$ cat src/rtl/score_bcd_tracker.sv
// Saturating score accumulator with a frame-synchronous binary-to-BCD
// (double-dabble) converter feeding latched display digits.
module score_bcd_tracker #(
   parameter int unsigned MAX_SCORE  = 99999,
   parameter int unsigned SHIFT_BITS = 17
) (
   input  logic        clk,
   input  logic        reset_n,
   input  logic        add_valid,
   input  logic [7:0]  add_value,
   input  logic        clear,
   input  logic        frame_tick,
   output logic [31:0] score,
   output logic [3:0]  dig_10000s,
   output logic [3:0]  dig_1000s,
   output logic [3:0]  dig_100s,
   output logic [3:0]  dig_10s,
   output logic [3:0]  dig_1s,
   output logic        digits_upd,
   output logic        busy,
   output logic        sat
);

   localparam int unsigned SUM_W = SHIFT_BITS + 1;
   localparam int unsigned BCD_W = 20;
   localparam int unsigned CNT_W = $clog2(SHIFT_BITS + 1);
   localparam logic [SHIFT_BITS-1:0] MAX_VAL = SHIFT_BITS'(MAX_SCORE);

   typedef enum logic [1:0] {
      IDLE,
      CONVERT,
      DONE
   } state_t;

   state_t                state_q, state_d;
   logic [SHIFT_BITS-1:0] score_q, score_d;
   logic                  sat_q, sat_d;
   logic [SUM_W-1:0]      sum;
   logic [SHIFT_BITS-1:0] bin_q, bin_d;
   logic [BCD_W-1:0]      bcd_q, bcd_d, bcd_adj;
   logic [BCD_W-1:0]      dig_q, dig_d;
   logic [CNT_W-1:0]      cnt_q, cnt_d;
   logic                  upd_q, upd_d;
   logic                  busy_q, busy_d;

   // Accumulator runs independently of the converter; clear wins over add.
   always_comb begin
      sum     = SUM_W'(score_q) + SUM_W'(add_value);
      score_d = score_q;
      if (clear) begin
         score_d = '0;
      end else if (add_valid) begin
         score_d = (sum > SUM_W'(MAX_VAL)) ? MAX_VAL : sum[SHIFT_BITS-1:0];
      end
      sat_d = (score_d == MAX_VAL);
   end

   // Add-3 correction on every nibble that would overflow after the shift.
   always_comb begin
      bcd_adj = bcd_q;
      for (int i = 0; i < 5; i++) begin
         if (bcd_q[4*i +: 4] >= 4'd5) begin
            bcd_adj[4*i +: 4] = bcd_q[4*i +: 4] + 4'd3;
         end
      end
   end

   // Next-state and converter datapath.
   always_comb begin
      state_d = state_q;
      bin_d   = bin_q;
      bcd_d   = bcd_q;
      cnt_d   = cnt_q;
      dig_d   = dig_q;
      upd_d   = 1'b0;
      unique case (state_q)
         IDLE: begin
            if (frame_tick) begin
               bin_d   = score_q;
               bcd_d   = '0;
               cnt_d   = '0;
               state_d = CONVERT;
            end
         end
         CONVERT: begin
            {bcd_d, bin_d} = {bcd_adj, bin_q} << 1;
            cnt_d          = cnt_q + CNT_W'(1);
            if (cnt_q == CNT_W'(SHIFT_BITS - 1)) begin
               state_d = DONE;
            end
         end
         DONE: begin
            dig_d   = bcd_q;
            upd_d   = 1'b1;
            state_d = IDLE;
         end
         default: state_d = IDLE;
      endcase
      busy_d = (state_d != IDLE);
   end

   always_ff @(posedge clk or negedge reset_n) begin
      if (!reset_n) begin
         state_q <= IDLE;
         score_q <= '0;
         sat_q   <= 1'b0;
         bin_q   <= '0;
         bcd_q   <= '0;
         cnt_q   <= '0;
         dig_q   <= '0;
         upd_q   <= 1'b0;
         busy_q  <= 1'b0;
      end else begin
         state_q <= state_d;
         score_q <= score_d;
         sat_q   <= sat_d;
         bin_q   <= bin_d;
         bcd_q   <= bcd_d;
         cnt_q   <= cnt_d;
         dig_q   <= dig_d;
         upd_q   <= upd_d;
         busy_q  <= busy_d;
      end
   end

   assign score      = 32'(score_q);
   assign sat        = sat_q;
   assign busy       = busy_q;
   assign digits_upd = upd_q;
   assign dig_10000s = dig_q[19:16];
   assign dig_1000s  = dig_q[15:12];
   assign dig_100s   = dig_q[11:8];
   assign dig_10s    = dig_q[7:4];
   assign dig_1s     = dig_q[3:0];

endmodule

$ cat config.mk
export PLATFORM = sky130hd
export DESIGN_NAME = score_bcd_tracker
export DESIGN_NICKNAME = d
export VERILOG_FILES = /design/src/rtl/score_bcd_tracker.sv
export SDC_FILE = /design/constraint.sdc
export NUM_CORES = 1
export LEC_CHECK = 0
export BUFFER_PORTS_ARGS = -buffer_cell sky130_fd_sc_hd__buf_4
export CAP_MARGIN = 20
export CORE_ASPECT_RATIO = 0.5
export CORE_MARGIN = 5
export CORE_UTILIZATION = 30
export DETAILED_ROUTE_END_ITERATION = 12
export PLACE_DENSITY = 0.51
export SYNTH_ARGS = -nofsm -noshare
export SYNTH_HDL_FRONTEND = slang
export SYNTH_SLANG_ARGS = --single-unit
$ cat constraint.sdc
create_clock -name clk -period 3.7 [get_ports clk]
set_input_delay 0.185 -clock clk [delete_from_list [all_inputs] [get_ports clk]]
set_output_delay 0.185 -clock clk [all_outputs]
set_load 0.05 [all_outputs]
Word level (Yosys, flattened, before mapping)
Index checks and enable logic that the tools add are counted.

operators by class
  add/sub/neg operators = 7
  multiply operators = 0
  div/mod/pow operators = 0
  $lt $le $gt $ge = 6
  equality and inequality tests = 5
  shift-type cells = 0
  mux-type cells = 18
  bitwise gates (word level) = 0
  reduce and logical (&&, ||, !) cells = 4

operator list
  cell                    count
  $mux W17                4
  $pmux W20 S2            1
  $pmux W17 S2            1
  $ge A4 B3 Y1 const B    5
  $mux W20                1
  $add A17 B8 Y18         1
  $gt A18 B17 Y1 const B  1
  $eq A17 B17 Y1 const B  1
  $add A4 B2 Y4 const B   4
  $mux W4                 4
  $pmux W5 S2             1
  $add A5 B1 Y5 const B   1
  $eq A5 B5 Y1 const B    1
  $mux W5                 1
  $mux W2                 2
  $pmux W2 S2             1
  $reduce_bool A2 Y1      2
  $add A3 B2 Y3 const B   1
  $mux W3                 1
  $eq A2 B1 Y1 const B    1
  $eq A2 B2 Y1 const B    1
  $logic_not A2 Y1        1
  $ne A2 B2 Y1 const B    1
  $reduce_and A2 Y1       1
  $mux W1                 1

storage, ports and cells
  register bits = 84
  latch bits = 0
  memory bits (writable) = 0
  bits in read-only memories = 0
  bits of input ports = 13
  output and inout bits = 55
  word-level logic and storage cells = 49
  memories kept = 0

Longest topological paths before layout
  word-level depth = 6
  mapped depth = 15

Least setup slack after synthesis
No wires, ideal clock.

  path type = register to register
  from = reg score_q[0]
  to = reg sat_q, in the netlist sat
  setup time = 0.086 ns
  data arrival time = 3.250 ns
  path slack = 0.364 ns
  cell stages (with the launch flop) = 16
  buffers on the path = 1
  period minus slack after synthesis = 3.336 ns
  cell sequence = dfrtp_1 ha_1 inv_1 fa_1 nor2b_2 o31ai_1 a21o_1 or4_4 o21ai_2 a21oi_2 nand2b_4 a21boi_4 buf_6 o21ai_1 o2111ai_1 nor3_1

on the way
  cells in the longest elaborated chain, start to end = 6

ends and longest elaborated chain
  item                    RTL line  text
  from (decl)             36        logic [SHIFT_BITS-1:0] score_q, score_d;
  from (signal assigned)  115       score_q <= score_d;
  $add A17 B8 Y18         48        sum = SUM_W'(score_q) + SUM_W'(add_value);
  $gt A18 B17 Y1          53        score_d = (sum > SUM_W'(MAX_VAL)) ? MAX_VAL : sum[SHIFT_BITS-1:0];
  $mux W17                53
  $mux W17 (*)            52        end else if (add_valid) begin
  $mux W17 (*)            50        if (clear) begin
  $eq A17 B17 Y1 (*)      55        sat_d = (score_d == MAX_VAL);
  named net sat_d         37        logic sat_q, sat_d;
  to (signal assigned)    116       sat_q <= sat_d;
  to (decl)               37

Mark *: on every way through the listed nets, which the timed path passes. The rest lies on a longest branch.
A chain may end at the register's enable or synchronous reset.

Worst setup path in the final report
  from = reg score_q[0]
  to = reg sat_q, in the netlist sat

on the way
  cells in the longest elaborated chain, start to end = 6

ends and longest elaborated chain
  item                  RTL line
  $add A17 B8 Y18       48
  $gt A18 B17 Y1        53
  $mux W17              53
  $mux W17 (*)          52
  $mux W17 (*)          50
  named net score_d[0]  36
  $eq A17 B17 Y1 (*)    55
  named net sat_d       37

Marks and branches as above.

==> results.md <==
* Vias in the first global route at 3711
* Hold Startpoint: clear
* WL final at 12400 µm
* Die height at 100 µm
* Starting DRT DRC Count at 188
* Tcrit/Tclk final at 0.879
* CTS Buf Count at 9
* Post-Syn Instances at 523
* Met3 GRT Util at 0.0302
* Pwr Total at 0.00391 W
* Sink Count at 84
* LEAKAGE at 2.55 nW
* Initial Util at 0.312
* Seq/Total Area, Yosys at 0.431
* Internal power at 0.00226 W
* Max Slew Vio Count at 0
* Ys async rst share at 1.00
* Share of layout cells above drive strength 1 at 0.187
* Overall routing resource usage at 0.130
* Post-synth EDFFs at 0
* CP cell instances: ha_1, inv_1, fa_1, nor2b_2, o31ai_1, a21o_1, or4_4, o31ai_1, a32oi_1, nor2_2, a21boi_4, a311oi_2, nand2_1, nor3_1
* Largest net degree at the start of global routing at 62
* First-pass GRT wire length at 19900 µm
* Hold path endpoint: score_q[14]
* WP data required at 3.95 ns
* Worst path slowest cell: or4_4
* Cell family with most CP delay: simple AND/OR/NAND/NOR gates
* Final setup fails at 0
* Worst path bufs/invs at 1
* Initial antenna violation count at 0
* Setup TNS at 0 ns
* Post-synth cell types at 63
* Worst setup EP type: flop
* Die area at 19100 µm²
* # IOs at 68
* Root buffer cell: clkbuf_16
* R2R Path Start: score_q[0]
* Placed Instance Area at 5390 µm²
* CTS Buffer Depth at 2
* Synth Cell Area at 4880 µm²
* Design area at 5690 µm²
* Pre-antenna DRT Iters at 4
* Hold Crit Depth at 2
* # rows at 32
* Maximum fanout along the worst path at 12
* # diodes at 0
* Slew HR at 0.382
* Slew @ Worst Pin at 0.926 ns
* Wire length per cell at 15.6 µm
* Nature of the critical path startpoint: flop
* Max Clock Freq at 308 MHz
* DIE WIDTH at 190 µm
* Antenna Nets Post-Route at 0
* Multi-input gate area in the final layout at 2460 µm²
* Top cell by count, worst path: o31ai_1
* Main area contributors after synthesis: dfrtp_1, ha_1, o21ai_0, a21oi_1, nand2_1
* Reg-to-reg slack, setup at 0.45 ns
* Drt drc at 0
* Reg2reg end: sat
* RSZ-0062 raised after global routing: false
* Reg clk slew, reported paths at 0.07 ns
* Core area at 15700 µm²
* Worst Clk Skew at 0.00892 ns
* CP max stage delay at 0.56 ns
* Register bit total from synthesis at 84
* Final Hold Fails at 0
* Synth warnings at 0
* NetSw at 0.00164 W
* Nets at 601
* Sequential Area at 2100 µm²
* Peak VDD IR at 0.000249 V
* Synth-to-layout area growth at 16.6%
* Mapped Avg Cell Area at 9.33 µm²
* Switch share at 0.421
* Routing usage on met1 at 0.188
* Crit path DAT at 3.51 ns
* Post-layout min period at 3.25 ns
* Critical path type: flop to flop
* HPWL after detailed placement at 8780 µm
* FILL cells at 1609
* Top-count cell post-synth: dfrtp_1
* Hold WS at 0.141 ns
* Via density at 4.88
* Clock share of power at 0.222
* Synth area leader: dfrtp_1
* Hold Path Class: input port to flop
* Layer with the highest usage: met2
* Sequential Power Share at 0.372
* Most frequent cells after synthesis: dfrtp_1, o21ai_0, a21oi_1
* Worst reg-to-reg path cell count at 14
* P per Cell Area at 687 nW/µm²
* Status: finished, final reports clean
* Vias at 3869
* Synth top area share at 0.431
* Gr ovfl total at 0
* I/O Buffers at 52
* Top_reg_cell synth: dfrtp_1
* GR met2 Demand/Resource at 0.196
* GP Congestion at 0.812
* Max-Cap Viols at 0
* CTS-repair resized insts at 0
* CTS tree: yes
* Clk_lat worst skew at 0.34 ns
* CTS H-tree lvls at 3
* Comb power frac at 0.406
-- worst register-to-register path, delay by kind of cell (launching register included) --
family                     cells  cell delay [ns]
adders and majority gates      2             0.62
AOI/OAI and AO/OA              6             0.95
buffers and inverters          1             0.06
and+or+nand+nor                5             1.15
DFF                            1             0.40
-- per-stage QoR --
step	cells	utilization	setup slack [ns]
floorplan	537	-	0.364
global placement	776	0.344	0.561
detailed placement	776	0.344	0.439
CTS	793	0.363	0.422
global route	793	0.363	0.145
finish	793	0.363	0.448
-- routing by layer --
metal	wire, µm	part of all wire
met4	92	0.0074
met5	0	0
met1	6370	0.51
met3	524	0.042
met2	5420	0.44
-- logic make-up after synthesis --
family          count (synthesis)  synth area share
compound gates                169             0.222
buf+inv                        66            0.0754
xor+xnor                       18            0.0323
fa+ha+maj                      21            0.0554
flops                          84             0.431
other cells                     1          0.000769
mux                            11            0.0251
simple gates                  153             0.158
-- cell type report --
type,instances,area share
Clock buffer,11,0.0444
Timing Repair Buffer,63,0.0836
Inverter,22,0.0145
Clock inverter,5,0.00638
Sequential cell,84,0.370
Tap cell,221,0.0486
Multi-Input combinational cell,387,0.433
-- sequential cells by signal (all words and copies together), names as in the netlist --
register and cells:
bcd_q 20, dig_q 20, bin_q 17, score_q 17
cnt_q 5, state_q 2, busy 1, digits_upd 1
sat 1
-- how the worst max path moves through the flow --
| stage | cells past startpoint | start | end |
|---|---|---|---|
| 6_report | 14 | score_q[0] | sat |
| 3_3_place_gp | 14 | score_q[0] | sat |
| 4_1_cts | 14 | score_q[0] | sat |
| 2_1_floorplan | 15 | score_q[0] | sat |
| 5_1_grt | 14 | score_q[0] | sat |
| 3_5_place_dp | 14 | score_q[0] | sat |
-- cells in the final DEF (no fill, tap or decap), drive strengths merged, types with 2 or more instances in the layout --
master  count
a22oi      17
nand4       4
nand3      10
or2         2
a21oi      45
buf        62
o22ai       7
a32o        6
nand2b     12
a21boi      2
nor2       33
ha         20
o31ai      10
a211oi      2
a311oi      6
nor4        2
or4         2
o21a        3
clkbuf     11
a32oi       2
nor2b      21
and3        4
inv        22
xor2        8
mux2       10
conb       15
nand3b      3
clkinv      5
nor3       15
o32ai       4
dfrtp      84
nand2      42
xnor2      10
a21o        4
o21ai      52
a31oi       2
-- repair_timing --
| action | in CTS | in global routing |
|---|---|---|
| hold buffers | 1 | 0 |
| endpoints found under the hold margin | 60 | 0 |
| buffers inserted | 0 | 0 |
-- power groups by stage --
stage	logic (W)	clock network (W)	registers [W]
2_1_floorplan	0.000925	0	0.00169
3_3_place_gp	0.00158	0	0.00147
3_5_place_dp	0.00160	0	0.00147
4_1_cts	0.00161	0.000896	0.00146
5_1_grt	0.00175	0.000933	0.00150
6_report	0.00159	0.000867	0.00145
(Power assumes the default switching activity.)
